--- config.mk ---
export PLATFORM = sky130hd
export DESIGN_NAME = ps2_receiver
export DESIGN_NICKNAME = d
export VERILOG_FILES = /design/src/rtl/ps2_receiver.sv
export SDC_FILE = /design/constraint.sdc
export NUM_CORES = 1
export LEC_CHECK = 0
export BUFFER_PORTS_ARGS = -buffer_cell sky130_fd_sc_hd__buf_2
export CAP_MARGIN = 10
export CELL_PAD_IN_SITES_DETAIL_PLACEMENT = 0
export CELL_PAD_IN_SITES_GLOBAL_PLACEMENT = 1
export CORE_MARGIN = 4
export CORE_UTILIZATION = 51
export DETAILED_ROUTE_END_ITERATION = 7
export HOLD_SLACK_MARGIN = 0.02
export PLACE_DENSITY = 0.87
export REMOVE_ABC_BUFFERS = 1
export SYNTH_ARGS = -nofsm -noshare
export SYNTH_HDL_FRONTEND = slang
export SYNTH_SLANG_ARGS = --single-unit
--- constraint.sdc ---
create_clock -name clk -period 2.8 [get_ports clk]
set_input_delay 0.14 -clock clk [delete_from_list [all_inputs] [get_ports clk]]
set_output_delay 0.14 -clock clk [all_outputs]
set_load 0.02 [all_outputs]
--- src/rtl/ps2_receiver.sv ---
// PS/2 device-frame receiver: synchronises the raw pad signals, deserialises
// 11-bit frames into scan codes and buffers them in a small FIFO.
module ps2_receiver #(
  parameter int FIFO_DEPTH = 8,
  parameter int TIMEOUT    = 50000,
  parameter int TO_W       = 16
) (
  input  logic       clk,
  input  logic       clrn,
  input  logic       ps2_clk,
  input  logic       ps2_data,
  input  logic       nextdata_n,
  output logic [7:0] data,
  output logic       ready,
  output logic       overflow,
  output logic       frame_err
);

  localparam int AW = $clog2(FIFO_DEPTH);

  // Odd parity over data plus parity bit: the set-bit count must be odd.
  function automatic logic parity_odd_ok(input logic [8:0] bits);
    return ^bits;
  endfunction

  logic [2:0]      clk_sync_r;
  logic [1:0]      dat_sync_r;
  logic [3:0]      cnt_r;
  logic [9:0]      shift_r;
  logic [TO_W-1:0] to_cnt_r;
  logic [7:0]      mem_r [FIFO_DEPTH];
  logic [AW:0]     wp_r;
  logic [AW:0]     rp_r;
  logic [7:0]      data_r;
  logic            overflow_r;
  logic            frame_err_r;

  logic            fall_s;
  logic            bit_s;
  logic            frame_end_s;
  logic            good_s;
  logic            bad_s;
  logic            timeout_s;
  logic            empty_s;
  logic            full_s;
  logic            pop_s;
  logic            push_s;
  logic            drop_s;
  logic [AW:0]     rp_next_s;
  logic [7:0]      head_next_s;

  // Frame decode, FIFO status and next head value.
  always_comb begin
    fall_s      = clk_sync_r[2] & ~clk_sync_r[1];
    bit_s       = dat_sync_r[1];
    frame_end_s = fall_s && (cnt_r == 4'd10);
    good_s      = frame_end_s && (shift_r[0] == 1'b0) && bit_s &&
                  parity_odd_ok(shift_r[9:1]);
    bad_s       = frame_end_s && !good_s;
    timeout_s   = !fall_s && (cnt_r != 4'd0) && (to_cnt_r == TO_W'(TIMEOUT));

    empty_s = (wp_r == rp_r);
    full_s  = (wp_r[AW] != rp_r[AW]) && (wp_r[AW-1:0] == rp_r[AW-1:0]);
    pop_s   = !nextdata_n && !empty_s;
    push_s  = good_s && (!full_s || pop_s);
    drop_s  = good_s && full_s && !pop_s;

    if (pop_s) begin
      rp_next_s = rp_r + {{AW{1'b0}}, 1'b1};
    end else begin
      rp_next_s = rp_r;
    end

    // A push into the slot that becomes the head must bypass the memory.
    if (push_s && (wp_r[AW-1:0] == rp_next_s[AW-1:0])) begin
      head_next_s = shift_r[8:1];
    end else begin
      head_next_s = mem_r[rp_next_s[AW-1:0]];
    end
  end

  // Pad synchronisers; idle line level is high.
  always_ff @(posedge clk or negedge clrn) begin
    if (!clrn) begin
      clk_sync_r <= 3'b111;
      dat_sync_r <= 2'b11;
    end else begin
      clk_sync_r <= {clk_sync_r[1:0], ps2_clk};
      dat_sync_r <= {dat_sync_r[0], ps2_data};
    end
  end

  // Bit counter and shift register; a timeout abandons the partial frame.
  always_ff @(posedge clk or negedge clrn) begin
    if (!clrn) begin
      cnt_r   <= 4'd0;
      shift_r <= 10'd0;
    end else if (fall_s) begin
      if (cnt_r == 4'd10) begin
        cnt_r <= 4'd0;
      end else begin
        shift_r[cnt_r] <= bit_s;
        cnt_r          <= cnt_r + 4'd1;
      end
    end else if (timeout_s) begin
      cnt_r <= 4'd0;
    end else begin
      cnt_r <= cnt_r;
    end
  end

  // Inactivity counter, only running while a frame is in progress.
  always_ff @(posedge clk or negedge clrn) begin
    if (!clrn) begin
      to_cnt_r <= {TO_W{1'b0}};
    end else if (fall_s || timeout_s) begin
      to_cnt_r <= {TO_W{1'b0}};
    end else if (cnt_r != 4'd0) begin
      to_cnt_r <= to_cnt_r + {{(TO_W-1){1'b0}}, 1'b1};
    end else begin
      to_cnt_r <= to_cnt_r;
    end
  end

  // FIFO storage and pointers.
  always_ff @(posedge clk or negedge clrn) begin
    if (!clrn) begin
      for (int i = 0; i < FIFO_DEPTH; i++) begin
        mem_r[i] <= 8'h00;
      end
      wp_r <= {(AW+1){1'b0}};
      rp_r <= {(AW+1){1'b0}};
    end else begin
      if (push_s) begin
        mem_r[wp_r[AW-1:0]] <= shift_r[8:1];
        wp_r                <= wp_r + {{AW{1'b0}}, 1'b1};
      end
      rp_r <= rp_next_s;
    end
  end

  // Registered head, sticky overflow and error pulse.
  always_ff @(posedge clk or negedge clrn) begin
    if (!clrn) begin
      data_r      <= 8'h00;
      overflow_r  <= 1'b0;
      frame_err_r <= 1'b0;
    end else begin
      data_r      <= head_next_s;
      overflow_r  <= overflow_r | drop_s;
      frame_err_r <= bad_s | timeout_s;
    end
  end

  assign data      = data_r;
  assign ready     = ~empty_s;
  assign overflow  = overflow_r;
  assign frame_err = frame_err_r;

endmodule

==> results of run 1 <==
-- state kept, by name, indices dropped and copies added, names as in the netlist, 2 cells and up --
register / count
clk_sync_r: 3
cnt_r: 4
dat_sync_r: 2
data: 8
mem_r: 64
rp_r: 4
shift_r: 10
to_cnt_r: 16
wp_r: 4
-- worst max-delay path, stage by stage, from the launching register on --
cell and delay (ns):
dfrtp_1 0.44, and2b_2 0.30, nand3_1 0.11, or3b_1 0.44
nor3_4 0.36, and4bb_1 0.30, buf_4 0.18, mux2_1 0.32
-- power by group --
part | switching (mW) | internal [mW] | leakage (nW)
clock network | 0.735 | 1.45 | 0.306
logic | 1.38 | 1.01 | 1.69
registers | 0.146 | 1.88 | 1.58
-- per-layer routing --
layer  vias to the layer above  wire, um
met5                         -         0
met4                         0       340
met3                        35       622
met2                        94      6800
met1                      2129      5780
li1                       1986         -
-- stage by stage --
stage          hold WS (ns)  area (um^2)  setup TNS [ns]  power [mW]
6_report              0.230         7250               0        6.61
5_1_grt               0.230         7250               0        6.95
4_1_cts               0.214         7220               0        6.59
3_5_place_dp          0.231         6590       -0.000470        4.39
3_3_place_gp          0.222         6590               0        4.33
2_1_floorplan        -0.156         6060          -18.07        3.63
-- final cells by class --
class / count / area (um^2)
Fill cell: 962 / 4760
Inverter: 6 / 22.5
Clock buffer: 21 / 470
Clock inverter: 11 / 130
Sequential cell: 117 / 2930
Multi-Input combinational cell: 373 / 3150
Timing Repair Buffer: 49 / 365
Tap cell: 147 / 184
-- layout by cell type, fill, tap and decap left out, drive strengths merged, types with 2 or more instances in the layout --
cell / n
mux2: 116
dfrtp: 112
nand2: 51
buf: 46
mux2i: 36
o211ai: 32
nor2: 23
clkbuf: 21
xnor2: 17
xor2: 15
nand3: 14
nand4: 11
clkinv: 8
inv: 6
and3: 5
dfstp: 5
nand2b: 4
o21ai: 4
and4b: 4
ha: 4
a21oi: 3
bufinv: 3
dlygate4sd3: 3
and2b: 3
nor3: 3
and4: 3
and2: 2
nor4b: 2
or4: 2
and3b: 2
a22o: 2
and4bb: 2
-- cells in the mapped netlist, drive strengths merged (2+ instances only) --
library cell and instances:
a21oi 3, a22o 2, and2 2, and2b 3
and3 5, and3b 2, and4 3, and4b 4
and4bb 2, buf 29, clkbuf 15, dfrtp 112
dfstp 5, ha 4, inv 6, mux2 116
mux2i 36, nand2 51, nand2b 4, nand3 14
nand4 11, nor2 23, nor3 3, nor4b 2
o211ai 32, o21ai 4, or4 2, xnor2 17
xor2 15
-- repair_timing --
action | CTS | global route
hold buffers | 3 | 0
endpoints found under the hold margin | 49 | 0
endpoints found under the setup margin | 8 | 59
gates resized for setup | 1 | 8
gates cloned | 0 | 0
-- kinds of logic after synthesis --
kind of cell / Yosys count / share of synthesized area, %
buf+inv: 50 / 3.73
simple gates: 135 / 11.3
compound gates: 49 / 5.83
fa+ha+maj: 4 / 0.799
mux: 152 / 26.6
xor+xnor: 33 / 4.95
flops: 117 / 46.8
-- worst paths after layout --
path | cells past startpoint | slack (ns) | start | to
worst min-delay path | 3 | 0.23 | nextdata_n | rp_r[1]
min in group asynchronous | 2 | 0.32 | clrn | mem_r[46]
worst max register to register | 7 | 0.21 | cnt_r[2] | mem_r[29]
worst min register to register | 0 | 0.35 | dat_sync_r[0] | dat_sync_r[1]
max in group asynchronous | 3 | 1.69 | clrn | mem_r[0]
worst max-delay path | 7 | 0.21 | cnt_r[2] | mem_r[29]
==> summary.md, run 1 <==
| Metric | Value |
|---|---|
| Setup Buffers After CTS | 0 |
| Total GRT Usage | 20.8% |
| Fmax | 386 MHz |
| TritonCTS clock tree | built |
| First-pass GRT wire length | 23100 um |
| Slew margin rel. | 53.1% |
| Post-synthesis sequential area ratio | 46.8% |
| Post-DRT Antenna Nets | 0 |
| Clock skew | 0.00586 ns |
| Final hold violation count | 0 |
| Fin. max-slew vios | 0 |
| Die area | 0.0141 mm^2 |
| Pin count of the biggest net entering global routing | 66 |
| Top Usage Layer GRT | met2 |
| Layout net count | 573 |
| Async S/R FF share, synth | 100% |
| Via/cell ratio | 5.86 |
| DRC | 0 |
| Clock slew at reported path FFs | 0.05 ns |
| Yosys warning count | 0 |
| Power per cell area | 912 mW/mm^2 |
| Area Overhead vs Synth | 15.7% |
| Share of layout cells above drive strength 1 | 30.8% |
| Top cell type's share of synthesized area | 44.7% |
| Crit path DAT | 2.88 ns |
| Seq cells post-synth | 117 |
| Sink Count | 117 |
| Max-cap violation count | 0 |
| Synth area leaders | dfrtp_1 45%, mux2_2 15%, mux2_1 5.9% |
| Chip width | 119 um |
| Mapped cell area | 0.00627 mm^2 |
| Die Height | 119 um |
| Leak Pwr | 3.57 nW |
| Area of the core | 0.0120 mm^2 |
| Synthesized instance count | 540 |
| Post-synth EDFFs | 0 |
| Met2 usage | 34.3% |
| CP Data Required Time | 3.09 ns |
| Worst-margin pin slew | 0.703 ns |
| Worst Path Max Fanout | 10 |
| CP Capture Type | flip-flop |
| Final period util | 92.6% |
| Outcome | finished, final reports clean |
| Kind of critical path | reg -> reg |
| CTS H-tree lvls | 4 |
| Startpoint types | flip-flop |
| Met1 Usage GRT | 26.3% |
| Min Tclk post-route | 2.59 ns |
| Grt total ovfl | 0 |
| IO Pins | 16 |
| Wire per inst | 18.7 um |
| Layout Utilization | 60.4% |
| Gp weighted congestion | 0.821 |
| DR iter-0 viols | 288 |
| # rows | 40 |
| Starting Density | 52.2% |
| Root buf cell | clkbuf_16 |
| PortBufs | 15 |
| Netlist cell types | 51 |
| Met3 GRT Util | 4.99% |
| Setup ws final | 0.207 ns |
| Post-Place Worst Slack | -0.000470 ns |
| Number of global-route vias before repair | 4538 |
| Leading area contributor after synthesis | dfrtp_1 |
| Initial antenna violation count | 0 |
| RSZ-0062 raised after global routing | false |
| Final setup fails | 0 |
| Placed cells | 689 |
| # diodes | 0 |
| Hpwl dp | 8980 um |
| CTS Buf Count | 17 |
| Clk_lat worst skew | 0.41 ns |
| Total Wirelength | 13500 um |
| Syn_area_per_cell | 11.6 um^2 |
| Clock tree buffer depth | 2 |
| Drt first pass iters | 4 |
| VDD IR max | 0.634 mV |
| Non-Filler Instances | 724 |
| Via Count | 4244 |
| Primary FF master, synth | dfrtp_1 |
| Min-delay worst type | in -> reg |
No activity file was read; power rests on OpenSTA's default activity.
==> inputs of run 2 (changes only) <==
--- a/config.mk
+++ b/config.mk
@@ -9,7 +9,6 @@
 export CAP_MARGIN = 10
 export CELL_PAD_IN_SITES_DETAIL_PLACEMENT = 0
 export CELL_PAD_IN_SITES_GLOBAL_PLACEMENT = 1
-export CORE_MARGIN = 4
 export CORE_UTILIZATION = 51
 export DETAILED_ROUTE_END_ITERATION = 7
 export HOLD_SLACK_MARGIN = 0.02
==> summary.md, run 2 (synthesis results as in run 1) <==
| Metric | Value |
|---|---|
| Via/cell ratio | 5.74 (was 5.86) |
| WHS | 0.204 ns (was 0.230 ns) |
| Comb power frac | 32.4% (was 36.3%) |
| # rows | 40 (unchanged) |
| Area of the core | 0.0120 mm^2 (unchanged) |
| Share of layout cells above drive strength 1 | 29.5% (was 30.8%) |
| Pin count of the biggest net entering global routing | 68 (was 66) |
| Outcome | finished, final reports clean (unchanged) |
| Commonest non-fill, non-tap cells in the layout | 112 x dfrtp_1, 83 x mux2_2, 51 x nand2_1 (unchanged) |
| Clock tree buffer depth | 2 (unchanged) |
| P_sw | 2.16 mW (was 2.27 mW) |
| Slew margin rel. | 55.5% (was 53.1%) |
| Gp weighted congestion | 0.823 (was 0.821) |
| Setup Buffers After CTS | 0 (unchanged) |
| Starting Density | 52.2% (unchanged) |
| Clock skew | 0.00718 ns (was 0.00586 ns) |
| Die area | 0.0127 mm^2 (was 0.0141 mm^2) |
| TritonCTS clock tree | built (unchanged) |
| DR iter-0 viols | 232 (was 288) |
| RSZ-0062 raised after global routing | false (unchanged) |
| VDD IR max | 0.486 mV (was 0.634 mV) |
| Drt first pass iters | 4 (unchanged) |
| # diodes | 0 (unchanged) |
| Kind of critical path | reg -> reg (unchanged) |
| Top Usage Layer GRT | met2 (unchanged) |
| Clock Power Share | 34.6% (was 33.1%) |
| DRC | 0 (unchanged) |
| Final period util | 93.4% (was 92.6%) |
| FF-to-FF Start | cnt_r[2] (unchanged) |
| Total Wirelength | 13100 um (was 13500 um) |
| Leak Pwr | 3.52 nW (was 3.57 nW) |
| Sw frac | 33.6% (was 34.3%) |
| Met2 usage | 38.6% (was 34.3%) |
| Min Tclk post-route | 2.61 ns (was 2.59 ns) |
| CP Data Required Time | 3.08 ns (was 3.09 ns) |
| Root buf cell | clkbuf_16 (unchanged) |
| Reg2reg end | mem_r[26] (was mem_r[29]) |
| CP Cell Sequence | and2b_2, nand3_1, or3b_1, nor3_2, buf_4, and4bb_2, mux2_1 (was and2b_2, nand3_1, or3b_1, nor3_4, and4bb_1, buf_4, mux2_1) |
| Most flops, register | mem_r (unchanged) |
| Max FFs per register | 64 (unchanged) |
| Power per cell area | 898 mW/mm^2 (was 912 mW/mm^2) |
| IO Pins | 16 (unchanged) |
| CP top delay family | simple AND/OR/NAND/NOR gates (unchanged) |
| Sink Count | 117 (unchanged) |
| Hold path cells | 3 (unchanged) |
| Fmax | 383 MHz (was 386 MHz) |
| Post-DRT Antenna Nets | 0 (unchanged) |
| Layout net count | 566 (was 573) |
| Die Height | 113 um (was 119 um) |
| Worst Path Max Fanout | 12 (was 10) |
| CTS Buf Count | 17 (unchanged) |
| Met3 GRT Util | 5.95% (was 4.99%) |
| Met1 Usage GRT | 28.8% (was 26.3%) |
| Total GRT Usage | 22.9% (was 20.8%) |
| Via Count | 4109 (was 4244) |
| R2R depth | 7 (unchanged) |
| Clock slew at reported path FFs | 0.06 ns (was 0.05 ns) |
| Area Overhead vs Synth | 14.5% (was 15.7%) |
| Worst path max stage delay | 0.45 ns (was 0.44 ns) |
| Initial antenna violation count | 0 (unchanged) |
| Grt total ovfl | 0 (unchanged) |
| Crit path DAT | 2.90 ns (was 2.88 ns) |
| Chip width | 113 um (was 119 um) |
| R2r setup slk | 0.19 ns (was 0.21 ns) |
| First-pass GRT wire length | 22400 um (was 23100 um) |
| CP max-delay cell | dfrtp_1 (unchanged) |
| Fin. max-slew vios | 0 (unchanged) |
| Internal power | 4.28 mW (was 4.35 mW) |
| Biggest regs | mem_r: 64 flops, to_cnt_r: 16 flops, shift_r: 10 flops (unchanged) |
| Seq pwr share | 33.0% (was 30.6%) |
| Startpoint types | flip-flop (unchanged) |
| Worst-margin pin slew | 0.654 ns (was 0.703 ns) |
| Final hold violation count | 0 (unchanged) |
| Total Power | 6.44 mW (was 6.61 mW) |
| PortBufs | 15 (unchanged) |
| Min-delay worst type | in -> reg (unchanged) |
| CTS H-tree lvls | 4 (unchanged) |
| CP Capture Type | flip-flop (unchanged) |
| Max-cap violation count | 0 (unchanged) |
| Critical path buffer and inverter count | 1 (unchanged) |
| Commonest non-fill, non-tap cell in the layout | dfrtp_1 (unchanged) |
| Hpwl dp | 8400 um (was 8980 um) |
| CP Launch Point | cnt_r[2] (unchanged) |
| Worst setup path end | mem_r[26] (was mem_r[29]) |
| Crit. path cell count | 7 (unchanged) |
| Final setup fails | 0 (unchanged) |
| Wire per inst | 18.3 um (was 18.7 um) |
| Clk_lat worst skew | 0.41 ns (about the same) |
| Number of global-route vias before repair | 4364 (was 4538) |
| Hold_sp | nextdata_n (unchanged) |
## run 2: layout make-up
cell class,count,area [um^2]
clock inverters,11,158
multi-input cells,373,3130
inverters,6,22.5
clock buffers,20,447
flip-flops and latches,117,2930
fillers,953,4840
repair buffers,42,300
well taps,147,184
## run 2: how the worst min path moves through the flow
| stage | end |
|---|---|
| 6_report | rp_r[1] |
| 5_1_grt | rp_r[1] |
| 4_1_cts | rp_r[1] |
| 3_5_place_dp | mem_r[37] |
| 3_3_place_gp | mem_r[37] |
| 2_1_floorplan | cnt_r[0] |
## run 2: power groups by stage
| stage | Clock, mW | Combinational, mW | Sequential, mW |
|---|---|---|---|
| 2_1_floorplan | 0 | 1.41 | 2.21 |
| 3_3_place_gp | 0 | 2.03 | 2.13 |
| 3_5_place_dp | 0 | 2.06 | 2.15 |
| 4_1_cts | 2.26 | 2.08 | 2.12 |
| 5_1_grt | 2.35 | 2.26 | 2.16 |
| 6_report | 2.23 | 2.09 | 2.13 |
## run 2: through the flow
step / setup TNS [ns] / cell area, um^2 / setup slack [ns] / cells / utilization, %
after floorplan: -18.07 / 6060 / -1.29 / 496 / -
after global placement: 0 / 6520 / 0.0789 / 682 / 54.3
after detailed placement: 0 / 6520 / 0.0791 / 682 / 54.3
after CTS: 0 / 7160 / 0.0192 / 716 / 59.6
after global routing: 0 / 7170 / 0.0313 / 716 / 59.7
final: 0 / 7170 / 0.186 / 716 / 59.7
## run 2: routing by layer
layer	part of all wire, %	vias to the layer above
met2	51	72
met3	3.6	19
met5	0	-
met4	1.7	0
met1	44	2041
li1	-	1977
## run 2: worst min-delay path: stages
cell and delay (ns):
buf_2 0.13, a41oi_4 0.05, mux2_2 0.25
## run 2: repair_timing
item	4_1_cts	5_1_grt
endpoints found under the hold margin	47	0
setup endpoints to repair	0	16
gates resized for setup	0	5
hold buffers	3	0
==> inputs of run 3 (changes only) <==
==> config.mk (replaced) <==
export PLATFORM = sky130hd
export DESIGN_NAME = ps2_receiver
export DESIGN_NICKNAME = d
export VERILOG_FILES = /design/src/rtl/ps2_receiver.sv
export SDC_FILE = /design/constraint.sdc
export NUM_CORES = 1
export LEC_CHECK = 0
export BUFFER_PORTS_ARGS = -buffer_cell sky130_fd_sc_hd__buf_4
export CAP_MARGIN = 10
export CELL_PAD_IN_SITES_DETAIL_PLACEMENT = 1
export CELL_PAD_IN_SITES_GLOBAL_PLACEMENT = 2
export CORE_UTILIZATION = 43
export DETAILED_ROUTE_END_ITERATION = 7
export HOLD_SLACK_MARGIN = 0.02
export PLACE_DENSITY = 0.86
export REMOVE_ABC_BUFFERS = 1
export SYNTH_ARGS = -nofsm -noshare
export SYNTH_HDL_FRONTEND = slang
export SYNTH_SLANG_ARGS = --single-unit
==> summary.md, run 3 (synthesis results as in run 1) <==
| Metric | Value |
|---|---|
| Max-cap violation count | 0 (unchanged) |
| Die area | 0.0151 mm^2 (was 0.0127 mm^2) |
| Biggest regs | mem_r: 64 flops, to_cnt_r: 16 flops, shift_r: 10 flops (unchanged) |
| CP top delay family | XOR/XNOR gates (was simple AND/OR/NAND/NOR gates) |
| Die Height | 123 um (was 113 um) |
| Hpwl dp | 9950 um (was 8400 um) |
| Setup Buffers After CTS | 0 (unchanged) |
| CP Capture Type | flip-flop (unchanged) |
| Startpoint types | flip-flop (unchanged) |
| Gp weighted congestion | 0.764 (was 0.823) |
| Clock tree buffer depth | 2 (unchanged) |
| WHS | 0.177 ns (was 0.204 ns) |
| VDD IR max | 0.505 mV (was 0.486 mV) |
| Outcome | finished, final reports clean (unchanged) |
| FILL cells | 1484 (was 953) |
| Wire per inst | 19.6 um (was 18.3 um) |
| Drt first pass iters | 4 (unchanged) |
| DRC | 0 (unchanged) |
| Final period util | 94.4% (was 93.4%) |
| Max FFs per register | 64 (unchanged) |
| Final setup TNS | 0 ns (unchanged) |
| Max Used Layer | met4 (unchanged) |
| Fin. max-slew vios | 0 (unchanged) |
| Hold path cells | 3 (unchanged) |
| Post-DRT Antenna Nets | 0 (unchanged) |
| Kind of critical path | reg -> reg (unchanged) |
| Worst path max stage delay | 0.56 ns (was 0.45 ns) |
| # rows | 43 (was 40) |
| Met3 WL | 535 um (was 476 um) |
| Crit. path cell count | 7 (unchanged) |
| Met2 wire length | 7830 um (was 6620 um) |
| Commonest non-fill, non-tap cells in the layout | 112 x dfrtp_1, 83 x mux2_2, 51 x nand2_1 (unchanged) |
| Starting Density | 44.6% (was 52.2%) |
| IO Pins | 16 (unchanged) |
| Most flops, register | mem_r (unchanged) |
| CTS H-tree lvls | 4 (unchanged) |
| CP Cell Sequence | xor2_1, xnor3_1, xnor2_1, nor3_2, buf_4, and4bb_2, mux2_1 (was and2b_2, nand3_1, or3b_1, nor3_2, buf_4, and4bb_2, mux2_1) |
| Area Overhead vs Synth | 15.8% (was 14.5%) |
| Fmax | 378 MHz (was 383 MHz) |
| Min Tclk post-route | 2.64 ns (was 2.61 ns) |
| Sink Count | 117 (unchanged) |
| CTS Buf Count | 17 (unchanged) |
| Final setup fails | 0 (unchanged) |
| RSZ-0062 raised after global routing | true (was false) |
| Layout net count | 571 (was 566) |
| Area of the core | 0.0140 mm^2 (was 0.0120 mm^2) |
| Crit path DAT | 2.93 ns (was 2.90 ns) |
| Slew margin rel. | 32.1% (was 55.5%) |
| Number of global-route vias before repair | 4650 (was 4364) |
| Clk_lat worst skew | 0.42 ns (was 0.41 ns) |
| First-pass GRT wire length | 24700 um (was 22400 um) |
| R2R depth | 7 (unchanged) |
| Min-delay worst type | in -> reg (unchanged) |
| CP Data Required Time | 3.09 ns (was 3.08 ns) |
| Clock skew | 0.00844 ns (was 0.00718 ns) |
| Final hold violation count | 0 (unchanged) |
| Share of layout cells above drive strength 1 | 29.9% (was 29.5%) |
| Met1 wire length | 6210 um (was 5770 um) |
| Total Wirelength | 14800 um (was 13100 um) |
| Placed cells | 720 (was 682) |
| CP max-delay cell | dfrtp_1 (unchanged) |
| Total GRT Usage | 22.2% (was 22.9%) |
| Worst-margin pin slew | 0.990 ns (was 0.654 ns) |
| Root buf cell | clkbuf_16 (unchanged) |
| Critical path buffer and inverter count | 1 (unchanged) |
| Chip width | 123 um (was 113 um) |
| Pin count of the biggest net entering global routing | 67 (was 68) |
| # diodes | 0 (unchanged) |
| Via Count | 4201 (was 4109) |
| PortBufs | 15 (unchanged) |
| Worst Path Max Fanout | 12 (unchanged) |
| Initial antenna violation count | 0 (unchanged) |
| Commonest non-fill, non-tap cell in the layout | dfrtp_1 (unchanged) |
| R2r setup slk | 0.16 ns (was 0.19 ns) |
| Layout Utilization | 51.7% (was 59.7%) |
| Leak Pwr | 3.56 nW (was 3.52 nW) |
| TritonCTS clock tree | built (unchanged) |
| Non-Filler Instances | 755 (was 716) |
| Grt total ovfl | 0 (unchanged) |
| Via/cell ratio | 5.56 (was 5.74) |
| Power per cell area | 904 mW/mm^2 (was 898 mW/mm^2) |
| DR iter-0 viols | 124 (was 232) |
| Clock slew at reported path FFs | 0.05 ns (was 0.06 ns) |
==> run 3: changes by cell type in the layout (fill, tap and decap cells not counted), sizes merged <==
cell / previous run / this run
bufinv: 4 / 3
buf: 39 / 44
clkbuf: 20 / 22
==> run 3: per-layer routing <==
layer  up-vias  global-route usage [%]
met4         0                    8.77
met2        55                    39.0
li1       1976                       -
met1      2144                    26.3
met5         -                       0
met3        26                    4.79
==> run 3: worst paths after layout <==
kind / startpoint / endpoint
worst max-delay path: shift_r[4] / mem_r[28]
worst min-delay path: nextdata_n / rp_r[1]
worst max register to register: shift_r[4] / mem_r[28]
worst min register to register: dat_sync_r[0] / dat_sync_r[1]
max in group asynchronous: clrn / to_cnt_r[2]
min in group asynchronous: clrn / mem_r[1]
==> run 3: through the flow <==
stage / total power [mW] / area (um^2) / worst slack [ns]
floorplan: 3.63 / 6060 / -1.29
global placement: 4.32 / 6630 / 0.122
detailed placement: 4.39 / 6630 / 0.0564
CTS: 6.64 / 7260 / 0.0142
global route: 6.89 / 7260 / -0.0238
finish: 6.56 / 7260 / 0.157
==> run 3: tightest hold or removal path: stages <==
cell,delay (ns)
buf_4,0.11
a41oi_4,0.04
mux2_2,0.26
==> run 3: area by class of cell <==
type                            count  area [um^2]  share of cell area [%]
Inverter                            6         22.5                   0.310
Sequential cell                   117         2930                    40.4
Multi-Input combinational cell    373         3110                    42.9
Clock inverter                     10          128                    1.76
Timing Repair Buffer               47          360                    4.96
Clock buffer                       22          474                    6.53
Tap cell                          180          225                    3.10
==> run 3: what timing repair did <==
action	in CTS	in global routing
setup endpoints to repair	0	27
hold buffers	3	0
endpoints found under the hold margin	114	0
resized for setup	0	3
==> run 3: report_power, final <==
| part | internal (mW) | switching, mW |
|---|---|---|
| sequential | 1.88 | 0.219 |
| combinational | 0.978 | 1.27 |
| clock | 1.46 | 0.755 |
| total | 4.32 | 2.25 |
